$ cat src/rtl/res_station_pkg.sv
// ---------------------------------------------------------------------------
// tomasula_types -- types shared by the out-of-order issue logic.
//
// Contents:
//   ROB_TAG_W   : width of a reorder-buffer tag (8-entry ROB)
//   alu_ops     : ALU operation encoding
//   ctl_word    : control bundle carried with an issued instruction
//   rs_state_t  : reservation-station state encoding
// ---------------------------------------------------------------------------
package tomasula_types;

  localparam int ROB_TAG_W = 3;

  typedef enum logic [3:0] {
    ALU_ADD  = 4'd0,
    ALU_SUB  = 4'd1,
    ALU_AND  = 4'd2,
    ALU_OR   = 4'd3,
    ALU_XOR  = 4'd4,
    ALU_SLL  = 4'd5,
    ALU_SRL  = 4'd6,
    ALU_SRA  = 4'd7,
    ALU_SLT  = 4'd8,
    ALU_SLTU = 4'd9
  } alu_ops;

  typedef struct packed {
    alu_ops      op;
    logic [2:0]  funct3;
    logic        funct7;
    logic [31:0] src2_data;
  } ctl_word;

  typedef enum logic [1:0] {
    IDLE  = 2'd0,
    WAIT  = 2'd1,
    READY = 2'd2
  } rs_state_t;

endpackage

$ cat src/rtl/rs_operand.sv
// ---------------------------------------------------------------------------
// rs_operand -- one source operand slot of a reservation station.
//
// Holds busy flag, producer tag and operand value. While busy it snoops the
// common data bus and captures the broadcast value on a tag match. A load
// that coincides with a matching broadcast takes the bus value directly so
// the wakeup is not lost.
//
// Ports:
//   clk, rst        : clock, asynchronous active-high reset
//   load            : capture a new operand (already gated to IDLE by parent)
//   clear           : squash; drops any pending wait on the bus
//   busy_in/tag_in/data_in : incoming operand from dispatch
//   cdb_valid/cdb_tag/cdb_data : common data bus
//   busy, tag, data : stored operand state
//   avail_next      : operand will hold a valid value after this edge
// ---------------------------------------------------------------------------
module rs_operand
  import tomasula_types::*;
#(
  parameter int TAG_W = ROB_TAG_W
) (
  input  logic             clk,
  input  logic             rst,
  input  logic             load,
  input  logic             clear,
  input  logic             busy_in,
  input  logic [TAG_W-1:0] tag_in,
  input  logic [31:0]      data_in,
  input  logic             cdb_valid,
  input  logic [TAG_W-1:0] cdb_tag,
  input  logic [31:0]      cdb_data,
  output logic             busy,
  output logic [TAG_W-1:0] tag,
  output logic [31:0]      data,
  output logic             avail_next
);

  logic busy_reg;
  logic [TAG_W-1:0] tag_reg;
  logic [31:0] data_reg;
  logic snoop_hit;
  logic load_hit;

  // Wakeup of the stored operand, and of the operand arriving this cycle.
  assign snoop_hit = busy_reg && cdb_valid && (cdb_tag == tag_reg);
  assign load_hit  = busy_in && cdb_valid && (cdb_tag == tag_in);

  // Only meaningful while not loading; the parent consults it in WAIT.
  assign avail_next = !busy_reg || snoop_hit;

  always_ff @(posedge clk or posedge rst) begin
    if (rst) begin
      busy_reg <= 1'b0;
      tag_reg  <= '0;
      data_reg <= '0;
    end else if (clear) begin
      busy_reg <= 1'b0;
    end else if (load) begin
      tag_reg <= tag_in;
      if (load_hit) begin
        busy_reg <= 1'b0;
        data_reg <= cdb_data;
      end else begin
        busy_reg <= busy_in;
        data_reg <= data_in;
      end
    end else if (snoop_hit) begin
      busy_reg <= 1'b0;
      data_reg <= cdb_data;
    end
  end

  assign busy = busy_reg;
  assign tag  = tag_reg;
  assign data = data_reg;

endmodule

$ cat src/rtl/res_station.sv
// ---------------------------------------------------------------------------
// res_station -- single-entry reservation station in front of an ALU.
//
// IDLE accepts one instruction, WAIT collects outstanding operands from the
// common data bus, READY presents the instruction to the ALU until it is
// accepted. A flush squashes the held instruction from any state.
//
// Ports:
//   clk, rst                  : clock, asynchronous active-high reset
//   load, ctl_i, rob_tag_i    : allocation from the issue queue
//   src{1,2}_busy_i/_tag_i/_data_i : source operands (value or producer tag)
//   cdb_valid, cdb_tag, cdb_data   : common data bus
//   flush                     : branch-mispredict squash
//   empty                     : station free (registered IDLE)
//   alu_valid, alu_ready      : ALU issue handshake
//   alu_op, alu_a, alu_b, alu_funct3, alu_funct7, alu_tag : ALU request
// ---------------------------------------------------------------------------
module res_station
  import tomasula_types::*;
#(
  parameter int TAG_W = ROB_TAG_W
) (
  input  logic             clk,
  input  logic             rst,
  input  logic             load,
  input  ctl_word          ctl_i,
  input  logic [TAG_W-1:0] rob_tag_i,
  input  logic             src1_busy_i,
  input  logic             src2_busy_i,
  input  logic [TAG_W-1:0] src1_tag_i,
  input  logic [TAG_W-1:0] src2_tag_i,
  input  logic [31:0]      src1_data_i,
  input  logic [31:0]      src2_data_i,
  input  logic             cdb_valid,
  input  logic [TAG_W-1:0] cdb_tag,
  input  logic [31:0]      cdb_data,
  input  logic             flush,
  output logic             empty,
  output logic             alu_valid,
  input  logic             alu_ready,
  output alu_ops           alu_op,
  output logic [31:0]      alu_a,
  output logic [31:0]      alu_b,
  output logic [2:0]       alu_funct3,
  output logic             alu_funct7,
  output logic [TAG_W-1:0] alu_tag
);

  rs_state_t state_reg;
  ctl_word ctl_reg;
  logic [TAG_W-1:0] rob_tag_reg;

  logic accept;
  logic src1_busy, src2_busy;
  logic [TAG_W-1:0] src1_tag, src2_tag;
  logic [31:0] src1_data, src2_data;
  logic src1_avail_next, src2_avail_next;

  // The issue stage has already folded any immediate into src2_data_i, so the
  // copy inside the control word is carried but not consumed here.
  logic unused_ctl_src2;
  logic unused_src_tags;
  assign unused_ctl_src2 = ^ctl_reg.src2_data;
  assign unused_src_tags = ^{src1_busy, src2_busy, src1_tag, src2_tag};

  // Flush wins over a coinciding load so nothing is captured into a squashed slot.
  assign accept = load && (state_reg == IDLE) && !flush;

  rs_operand #(.TAG_W(TAG_W)) u_src1 (
    .clk        (clk),
    .rst        (rst),
    .load       (accept),
    .clear      (flush),
    .busy_in    (src1_busy_i),
    .tag_in     (src1_tag_i),
    .data_in    (src1_data_i),
    .cdb_valid  (cdb_valid),
    .cdb_tag    (cdb_tag),
    .cdb_data   (cdb_data),
    .busy       (src1_busy),
    .tag        (src1_tag),
    .data       (src1_data),
    .avail_next (src1_avail_next)
  );

  rs_operand #(.TAG_W(TAG_W)) u_src2 (
    .clk        (clk),
    .rst        (rst),
    .load       (accept),
    .clear      (flush),
    .busy_in    (src2_busy_i),
    .tag_in     (src2_tag_i),
    .data_in    (src2_data_i),
    .cdb_valid  (cdb_valid),
    .cdb_tag    (cdb_tag),
    .cdb_data   (cdb_data),
    .busy       (src2_busy),
    .tag        (src2_tag),
    .data       (src2_data),
    .avail_next (src2_avail_next)
  );

  always_ff @(posedge clk or posedge rst) begin
    if (rst) begin
      state_reg   <= IDLE;
      ctl_reg     <= '0;
      rob_tag_reg <= '0;
    end else if (flush) begin
      state_reg <= IDLE;
    end else begin
      case (state_reg)
        IDLE: begin
          if (load) begin
            ctl_reg     <= ctl_i;
            rob_tag_reg <= rob_tag_i;
            state_reg   <= WAIT;
          end
        end
        WAIT: begin
          // A wakeup on the bus this cycle lands in the operand register at
          // the same edge, so READY can follow immediately.
          if (src1_avail_next && src2_avail_next) begin
            state_reg <= READY;
          end
        end
        READY: begin
          if (alu_ready) begin
            state_reg <= IDLE;
          end
        end
        default: state_reg <= IDLE;
      endcase
    end
  end

  assign empty      = (state_reg == IDLE);
  assign alu_valid  = (state_reg == READY);
  assign alu_op     = ctl_reg.op;
  assign alu_funct3 = ctl_reg.funct3;
  assign alu_funct7 = ctl_reg.funct7;
  assign alu_a      = alu_valid ? src1_data : '0;
  assign alu_b      = alu_valid ? src2_data : '0;
  assign alu_tag    = alu_valid ? rob_tag_reg : '0;

endmodule

$ cat config.mk
export PLATFORM = sky130hd
export DESIGN_NAME = res_station
export DESIGN_NICKNAME = d
export VERILOG_FILES = /design/src/rtl/res_station_pkg.sv /design/src/rtl/rs_operand.sv /design/src/rtl/res_station.sv
export SDC_FILE = /design/constraint.sdc
export NUM_CORES = 1
export LEC_CHECK = 0
export BUFFER_PORTS_ARGS = -buffer_cell sky130_fd_sc_hd__buf_2
export CORE_MARGIN = 10
export CORE_UTILIZATION = 42
export DETAILED_ROUTE_END_ITERATION = 8
export PLACE_DENSITY = 0.8
export SETUP_SLACK_MARGIN = 0.3
export SLEW_MARGIN = 20
export SYNTH_ARGS = -nofsm -noshare
export SYNTH_HDL_FRONTEND = slang
export SYNTH_HIERARCHICAL = 1
export SYNTH_SLANG_ARGS = --single-unit
export TNS_END_PERCENT = 10
$ cat constraint.sdc
create_clock -name clk -period 2.04 [get_ports clk]
set_clock_uncertainty 0.1 [all_clocks]
set_input_delay 0.204 -clock clk [delete_from_list [all_inputs] [get_ports clk]]
set_output_delay 0.204 -clock clk [all_outputs]
set_load 0.02 [all_outputs]
==> summary.md <==
| Metric | Value |
|---|---|
| Critical path class | `flop to primary output` |
| Via density | `about 5.4` |
| Remaining antenna violation count after routing | `0` |
| Fin. max-slew vios | `0` |
| CTS sink cnt | `85` |
| Flop and latch count out of synthesis | `85` |
| Cell Pwr Density | `roughly 830 mW/mm2` |
| Crit path required time | `roughly 1.7 ns` |
| Placed instance area | `between 0.005 and 0.006 mm2` |
| FF-to-FF setup slack | `0.01 ns` |
| Clk pwr share | `0.247` |
| Peak Freq | `just under 500 MHz` |
| Fin cells | `between 800 and 900` |
| Largest net degree at the start of global routing | `41` |
| CTS clk-pin slew, worst paths | `0.09 ns` |
| Max-cap violations | `0` |
| Worst EP arrival | `between 1.5 and 2 ns` |
| Switching share of power | `0.311` |
| Status | `finished, violations left` |
| H-tree depth | `3` |
| Design internal power | `between 4 and 5 mW` |
| Setup ws final | `-0.0117 ns` |
| VDD IR-drop max | `around 0.55 mV` |
| Layout fillers | `approximately 770` |
| Global-route wire length before repair | `between 20,000 and 30,000 um` |
| Share of layout cells above drive strength 1 | `0.436` |
| Clk buf depth | `2` |
| DR iter-0 viols | `~450` |
| Syn_area_per_cell | `a little over 10 um2` |
| Worst path max stage delay | `0.43 ns` |
| Die Width | `~130 um` |
| Top-Level Pins | `233` |
| Measured slew at the worst slew-check pin | `around 0.8 ns` |
| YS warnings | `6` |
| Worst-Skew Late Latency | `0.37 ns` |
| Seq pwr share | `0.403` |
| Row count | `38` |
| CTS Root Cell | `clkbuf_8` |
| Fin crit share | `1.01` |
| Register area share after synthesis | `0.459` |
| Vias in the first global route | `slightly above 5k` |
| GR Overflow Total | `0` |
| Net Count, Synth | `611` |
| Nets | `865` |
| Fin. Hold Viols | `0` |
| Sum of negative setup slack | `-0.0364 ns` |
| Gate power share | `0.350` |
| Hold slack | `roughly 0.015 ns` |
| Number of remaining DRC errors | `0` |
| DR pass1 iterations | `7` |
| CTS tree | `built` |
| Most used cell, CP | `buf_6` |
| Synth top area share | `0.459` |
| IO buf count | `200` |
| Post-synth cell types | `32` |
| Gpl congestion | `slightly above 0.8` |
| Failing checks | `negative setup slack` |
| Setup violations, final | `7` |
| Final Cell Area | `about 0.0073 mm2` |
| Crit Path Max Fanout | `7` |
| RSZ-0062 raised after global routing | `true` |
| Pleak | `between 3 and 4 nW` |
| Area contributors post-synth | `dfrtp_1 (46%), o221a_1 (15%), and2_1 (9.0%), nor2_1 (5.8%), nand2_1 (5.5%)` |
| Syn Inst Count | `455` |
| Core ar. | `0.0108 mm2` |
| CP Cell Sequence | `buf_6 -> and2b_4 -> buf_12 -> clkbuf_16 -> and2_4 -> buf_6` |
| Slew margin rel. | `0.471` |
| Initial antenna violation count | `1` |
| Starting density of the core | `0.428` |
| NetSw | `~1.9 mW` |
| Vias | `between 4k and 5k` |
| Die height | `around 130 um` |
| HP Class | `input port to flop` |
| Area leader, netlist | `dfrtp_1` |
| Overall power | `around 6.0 mW` |
| Final Critical Period | `between 2 and 2.5 ns` |
| Placed insts | `approximately 790` |
| Post-Syn Area | `approximately 0.0046 mm2` |
| WL per Instance | `21.2 um` |
| Post-DP HPWL | `11,800 um` |
| Die Area | `around 0.016 mm2` |
| Layout area overhead | `57.4%` |
| Crit start category | `flop` |
| GRT Resource Usage Total | `0.221` |
| Final core occ | `0.673` |
| Setup crit end kind | `primary output` |
| Drt total wl | `roughly 18,000 um` |
| Pre-CTS setup slack | `-0.0731 ns` |
| Slowest CP cell | `dfrtp_1` |
| Total CTS buffers | `9` |
## critical path: cells and delay by family (launching register included)
| family | cells | cell delay, ns |
|---|---|---|
| buf+inv | 4 | 0.51 |
| simple gates | 2 | 0.44 |
| flops | 1 | 0.43 |
## path summary, 6_finish.rpt
kind                                          start                           to  cells past startpoint
min                                 src1_data_i[20]  u_src1/data[20]$_DFFE_PP0P_                      2
max in group asynchronous                       rst  u_src2/data[10]$_DFFE_PP0P_                      4
min reg2reg                   alu_op[3]$_DFFE_PP0P_        alu_op[3]$_DFFE_PP0P_                      1
max reg2reg                state_reg[1]$_DFFE_PP0P_  u_src1/data[16]$_DFFE_PP0P_                      7
min in group asynchronous                       rst   rob_tag_reg[0]$_DFFE_PP0P_                      3
max                        state_reg[0]$_DFFE_PP0P_                    alu_a[21]                      6
## Yosys cell counts
cell and n:
nor4_1 3, o41ai_4 2, nor4b_1 2, buf_6 8, nand2_1 68, nor2b_1 2
dfrtp_1 85, and2_1 67, a21oi_1 1, and3_2 1, nor2_1 72, buf_8 1
o221a_2 4, buf_2 13, or3b_1 1, and2b_4 1, nor4b_4 1, mux2_4 9
nand4_1 2, xnor2_1 2, xor2_1 10, inv_1 5, nand3_1 2, clkbuf_1 14
o21bai_1 2, mux2_1 2, a31o_2 2, o221a_1 60, nand4b_1 1, mux2_2 6
nand3b_1 4, or4b_1 2
## power groups by stage
stage | combinational, mW | sequential (mW) | clock, mW
global placement | 1.66 | 2.38 | 0
finish | 2.11 | 2.43 | 1.49
global route | 2.28 | 2.47 | 1.59
floorplan | 1.17 | 2.40 | 0
CTS | 2.04 | 2.40 | 1.53
detailed placement | 1.73 | 2.43 | 0
## cell type report
cell class / count / area [um2] / share of cell area
multi-input combinational: 329 / 2460 / 0.338
timing repair buffer: 279 / 2260 / 0.310
sequential: 85 / 2130 / 0.291
tap: 140 / 175 / 0.0240
clock buffer: 11 / 141 / 0.0194
clock inverter: 5 / 108 / 0.0147
inverter: 5 / 18.8 / 0.00257
antenna: 1 / 2.50 / 0.000343
## cells by family (layout without fill, tap and decap cells)
family                 after synthesis  in the layout  share of synthesized area
flip-flops                          85             85                      0.459
multiplexers                        17             17                     0.0486
other                                0              1                          0
AO/OA/AOI/OAI                       71             71                      0.175
buffers and inverters               41            300                     0.0521
XOR/XNOR                            12             12                     0.0227
AND/OR/NAND/NOR                    229            229                      0.243
## what timing repair did
item                                    in CTS  in global routing
pin swaps                                   68                 55
setup buffers                                3                  2
hold endpoints to repair                   109                  0
endpoints found under the setup margin     140                141
gates resized for setup                    161                 22
cloned                                       1                  1
hold buffers                                46                  0
## layer usage
| layer | global-route usage | share of wire | up-vias |
|---|---|---|---|
| li1 | - | - | 2100 |
| met1 | 0.250 | 0.38 | 2231 |
| met2 | 0.372 | 0.51 | 255 |
| met3 | 0.0668 | 0.085 | 53 |
| met4 | 0.107 | 0.031 | 0 |
| met5 | 0 | 0 | - |
## cell usage in the layout (no fill, tap or decap), types with 15 or more instances in the layout
master	count
and2_4	27
o221a_1	60
nor2_1	70
buf_2	133
buf_6	63
and2_1	40
nand2_1	68
dlygate4sd3_1	46
dfrtp_1	85
mux2_4	15
buf_4	26
Note: power is estimated with default switching activity, not from simulation.
